[src/rtl/seq_div_pkg.sv]
// seq_div_pkg: shared types and constants for the sequential restoring divider.
package seq_div_pkg;
    localparam int DW_DEF = 12;
    localparam int VW_DEF = 6;
    localparam int CW_DEF = 4;
    localparam logic [DW_DEF-1:0] DIV0_QUOT = '1;
    localparam logic [VW_DEF-1:0] DIV0_REM = '1;
    typedef enum logic [1:0] {S_IDLE, S_BUSY, S_DONE} state_t;
endpackage

[src/rtl/div_step.sv]
// div_step: one combinational restoring-division step on {R,Q}.
module div_step #(
    parameter int DW = 12,
    parameter int VW = 6
) (
    input  logic [VW:0]   r,
    input  logic [DW-1:0] q,
    input  logic [VW-1:0] d,
    output logic [VW:0]   r_next,
    output logic [DW-1:0] q_next
);
    logic [VW+1:0] sh;
    logic [VW+2:0] t;
    always_comb begin
        sh = {r, q[DW-1]};
        // an extra top bit acts as the borrow/sign of the trial subtraction
        t = {1'b0, sh} - {3'b000, d};
        r_next = t[VW+2] ? sh[VW:0] : t[VW:0];
        q_next = {q[DW-2:0], ~t[VW+2]};
    end
endmodule

[src/rtl/seq_div_i12_o12.sv]
// seq_div_i12_o12: sequential unsigned divider, one quotient bit per cycle, valid/ready at both ends.
// Define SEQ_DIV_DZ_FLAG_EN to expose the div_zero output flag.
module seq_div_i12_o12
    import seq_div_pkg::*;
#(
    parameter int DW = DW_DEF,
    parameter int VW = VW_DEF,
    parameter int CW = CW_DEF
) (
    input  logic          clk,
    input  logic          rst,
    input  logic          in_valid,
    output logic          in_ready,
    input  logic [DW-1:0] dividend,
    input  logic [VW-1:0] divisor,
    output logic          out_valid,
    input  logic          out_ready,
    output logic [DW-1:0] quotient,
    output logic [VW-1:0] remainder
`ifdef SEQ_DIV_DZ_FLAG_EN
    ,
    output logic          div_zero
`endif
);
    state_t state;
    logic [VW:0] r, r_next;
    logic [DW-1:0] q, q_next;
    logic [VW-1:0] d;
    logic [CW-1:0] cnt;

    div_step #(.DW(DW), .VW(VW)) u_step (
        .r(r), .q(q), .d(d), .r_next(r_next), .q_next(q_next)
    );

    always_ff @(posedge clk) begin
        if (rst) begin
            state <= S_IDLE;
            in_ready <= 1'b1;
            out_valid <= 1'b0;
            quotient <= '0;
            remainder <= '0;
            cnt <= '0;
            r <= '0;
            q <= '0;
            d <= '0;
`ifdef SEQ_DIV_DZ_FLAG_EN
            div_zero <= 1'b0;
`endif
        end else begin
            case (state)
                S_IDLE: if (in_valid) begin
                    q <= dividend;
                    d <= divisor;
                    r <= '0;
                    cnt <= '0;
                    in_ready <= 1'b0;
                    state <= (divisor == '0) ? S_DONE : S_BUSY;
                end
                S_BUSY: if (cnt == CW'(DW)) begin
                    state <= S_DONE;
                    out_valid <= 1'b1;
                    quotient <= q;
                    remainder <= r[VW-1:0];
                end else begin
                    r <= r_next;
                    q <= q_next;
                    cnt <= cnt + 1'b1;
                end
                // only a zero divisor reaches DONE with out_valid still low
                S_DONE: if (!out_valid) begin
                    out_valid <= 1'b1;
                    quotient <= DIV0_QUOT;
                    remainder <= DIV0_REM;
`ifdef SEQ_DIV_DZ_FLAG_EN
                    div_zero <= 1'b1;
`endif
                end else if (out_ready) begin
                    out_valid <= 1'b0;
                    in_ready <= 1'b1;
                    state <= S_IDLE;
`ifdef SEQ_DIV_DZ_FLAG_EN
                    div_zero <= 1'b0;
`endif
                end
                default: state <= S_IDLE;
            endcase
        end
    end
endmodule

[config.mk]
export PLATFORM = sky130hd
export DESIGN_NAME = seq_div_i12_o12
export DESIGN_NICKNAME = d
export VERILOG_FILES = /design/src/rtl/seq_div_pkg.sv /design/src/rtl/div_step.sv /design/src/rtl/seq_div_i12_o12.sv
export SDC_FILE = /design/constraint.sdc
export NUM_CORES = 1
export LEC_CHECK = 0
export BUFFER_PORTS_ARGS = -buffer_cell sky130_fd_sc_hd__buf_2
export CORE_ASPECT_RATIO = 0.9
export CORE_MARGIN = 2
export CORE_UTILIZATION = 57
export CTS_BUF_LIST = sky130_fd_sc_hd__clkbuf_8
export DETAILED_ROUTE_END_ITERATION = 10
export HOLD_SLACK_MARGIN = 0.02
export PLACE_DENSITY = 0.81
export SETUP_SLACK_MARGIN = 0.05
export SYNTH_ARGS = -nofsm -noshare
export SYNTH_HDL_FRONTEND = slang
export SYNTH_SLANG_ARGS = --single-unit
[constraint.sdc]
create_clock -name clk -period 2.7 [get_ports clk]
set_input_delay 0.27 -clock clk [delete_from_list [all_inputs] [get_ports clk]]
set_output_delay 0.27 -clock clk [all_outputs]
set_load 0.005 [all_outputs]
==> results.yml <==
setup_path:
  r2r_slack_ns: 0.40
  critPathMaxFanout: 8
  critPathCapture: "r[4]$_SDFFE_PP0P_"
  critPathArrivalTime_ns: 2.50
  path_class: "flop to flop"
  r2r-end: "r[4]$_SDFFE_PP0P_"
  cp-startpoint: "q[11]$_SDFFE_PP0P_"
  endpoint_kind: "flop"
  reg2reg_depth: 9
  worst_setup_path_start_kind: "flop"
  r2r_start: "q[11]$_SDFFE_PP0P_"
  required_ns: 2.90
clock_network:
  insertion_delay_ns: 0.31
  holdBufCountCts: 0
  numCtsBuffers: 5
  cts.repair.resized: 0
  cts_tree: "yes"
  clkTransAtPathRegs_ns: 0.09
  cts.sinks: 51
  root_buffer: "clkbuf_8"
  cts_buffer_depth: 2
  h-tree-depth: 2
  cts_setup_buffers: 0
placement:
  port_buffers: 41
  post-place-cells: 351
  gp_congestion: 0.877
  dp_hpwl_um: 3720
power:
  power_density_nw_per_um2: 705
  p_leak_nw: 1.14
  vdd_drop_max_v: 0.000489
flow_run:
  max_cap_violations: 0
layout:
  layout-drive-gt1-share: 0.176
  area_delta_synth_final_pct: 14.5
  nFillCells: 330
  antenna_cells: 0
  register_area_um2: 1020
  finalNonFillerCells: 359
  final_net_count: 343
  multi_input_area_um2: 1160
timing:
  fmax_mhz: 436
  fin_crit_sh: 0.850
  min_period_ns: 2.30
  setup_viol: 0
  rsz0062_at_grt: "false"
  final-max-slew-violation-count: 0
  slew_headroom: 0.432
  setup_tns_ns: 0
  skew_ns: 0.00716
  worst_slew_pin_slew_ns: 0.852
  hold_viol_final: 0
logic_synthesis:
  yosysMostFrequentCell: "nor2_1"
  synth_common_cells: "65 x nor2_1, 51 x dfxtp_1, 22 x nand2_1, 22 x nor3_1, 17 x a21oi_1"
  synth_seq_area_share: 0.446
  synth_seq_cells: 51
  syn_area_um2: 2290
  synthArstFlopShare: 0
  syn_avg_cell_area_um2: 8.30
  syn_nets: 307
  synth_area_leader_cell: "dfxtp_1"
  synthCells: 276
  synth_flop_cell: "dfxtp_1"
  synth_enable_flop_cells: 0
  yosysWarningCount: 0
  synth_area_leaders: "dfxtp_1 45%, nor2_1 11%, a222oi_1 4.8%"
  synthDistinctLibCells: 44
  synth_top_area_frac: 0.446
outcome:
  outcome: "completed"
die:
  row_count: 21
  die_w_um: 70.8
  ios: 42
  dieArea_um2: 4540
  die_y_um: 64.1
  core-area_um2: 3780
  start_util: 0.605
grt:
  antenna_found_initial: 0
  grt_pass1_wl_um: 9030
  grtUsageTotal: 0.250
  gr-total-overflow: 0
  grt_max_degree: 49
  grt_pass1_vias: 1983
detailed_routing:
  finalWirelength_um: 5250
  route.detailed.drc: 0
  firstDrtPassIters: 5
  vias: 2079
  wl_per_cell_um: 14.6
  drt-initial-drc-count: 169
  viasPerCell: 5.79
  detail-route-antenna-nets: 0
worst_hold_path:
  hp-class: "input port to flop"
[worst min-delay path by stage]
stage | startpoint | to | cells past startpoint
6_report | divisor[5] | d[5]$_SDFFE_PP0P_ | 3
5_1_grt | out_ready | out_valid$_SDFFE_PP0P_ | 2
4_1_cts | divisor[5] | d[5]$_SDFFE_PP0P_ | 3
3_5_place_dp | d[3]$_SDFFE_PP0P_ | d[3]$_SDFFE_PP0P_ | 2
3_3_place_gp | d[4]$_SDFFE_PP0P_ | d[4]$_SDFFE_PP0P_ | 2
2_1_floorplan | out_ready | out_valid$_SDFFE_PP0P_ | 1
[where the power goes]
| part | switching, mW | leakage, nW | total (mW) | internal, mW |
|---|---|---|---|---|
| Sequential | 0.0588 | 0.417 | 0.881 | 0.822 |
| Combinational | 0.241 | 0.668 | 0.435 | 0.194 |
| Clock | 0.255 | 0.0581 | 0.531 | 0.276 |
[per-layer routing]
layer  vias to the layer above  routed length, µm  share of wire  global-route usage
li1                       1037                  -              -                   -
met1                       962               2470           0.47               0.347
met2                        76               2320           0.44               0.395
met3                         4                407          0.078              0.0615
met4                         0                 44         0.0084              0.0566
met5                         -                  0              0                   0
[area by class of cell]
class                   count  area share
multi-input cells         198       0.442
flip-flops and latches     51       0.389
repair buffers             44      0.0868
clock buffers               5      0.0262
well taps                  46      0.0219
inverters                  12      0.0172
clock inverters             3      0.0167
[state kept, by name, indices dropped and copies added, names as in the netlist]
signal and cells:
out_valid 1, r 7, remainder 6, state 2, d 6, in_ready 1
q 12, cnt 4, quotient 12
[cell usage in the layout, fill, tap and decap left out, types with 2 or more instances in the layout]
cell and n:
mux2i_1 5, nor2b_1 3, nor2_1 65, nand2_1 22
buf_2 41, ha_1 8, inv_1 11, xor2_1 4
nand3_1 3, nand2b_1 5, a211oi_1 3, a222oi_1 11
nor3_1 22, a22o_1 2, clkbuf_8 5, o21a_1 2
dfxtp_1 51, o21ai_1 3, a211o_1 2, a21oi_1 17
buf_4 3
[cell families after synthesis]
group,after synthesis,synth area share
XOR/XNOR,4,0.0153
buffers and inverters,27,0.0481
adder cells (fa/ha/maj),9,0.0525
flip-flops,51,0.446
AND/OR/NAND/NOR,128,0.245
multiplexers,5,0.0219
AO/OA/AOI/OAI,52,0.172
[per-stage QoR]
stage	instance area (µm²)	worst slack, ns	power, mW	util	hold WS [ns]
floorplan	2290	0.599	1.21	-	0.391
global placement	2510	0.486	1.32	0.663	0.442
detailed placement	2510	0.400	1.33	0.663	0.451
CTS	2620	0.388	1.84	0.693	0.204
global route	2620	0.231	1.95	0.693	0.211
finish	2620	0.404	1.85	0.693	0.205
[worst max-delay path, cell delays in order (launching register included)]
cell and delay (ns):
dfxtp_1 0.32, inv_1 0.09, ha_1 0.16, inv_1 0.05
fa_1 0.41, a21oi_1 0.17, nor2b_1 0.10, a311oi_4 0.53
a21oi_1 0.14, a22o_1 0.21
Power figures use the tool's default switching activity.
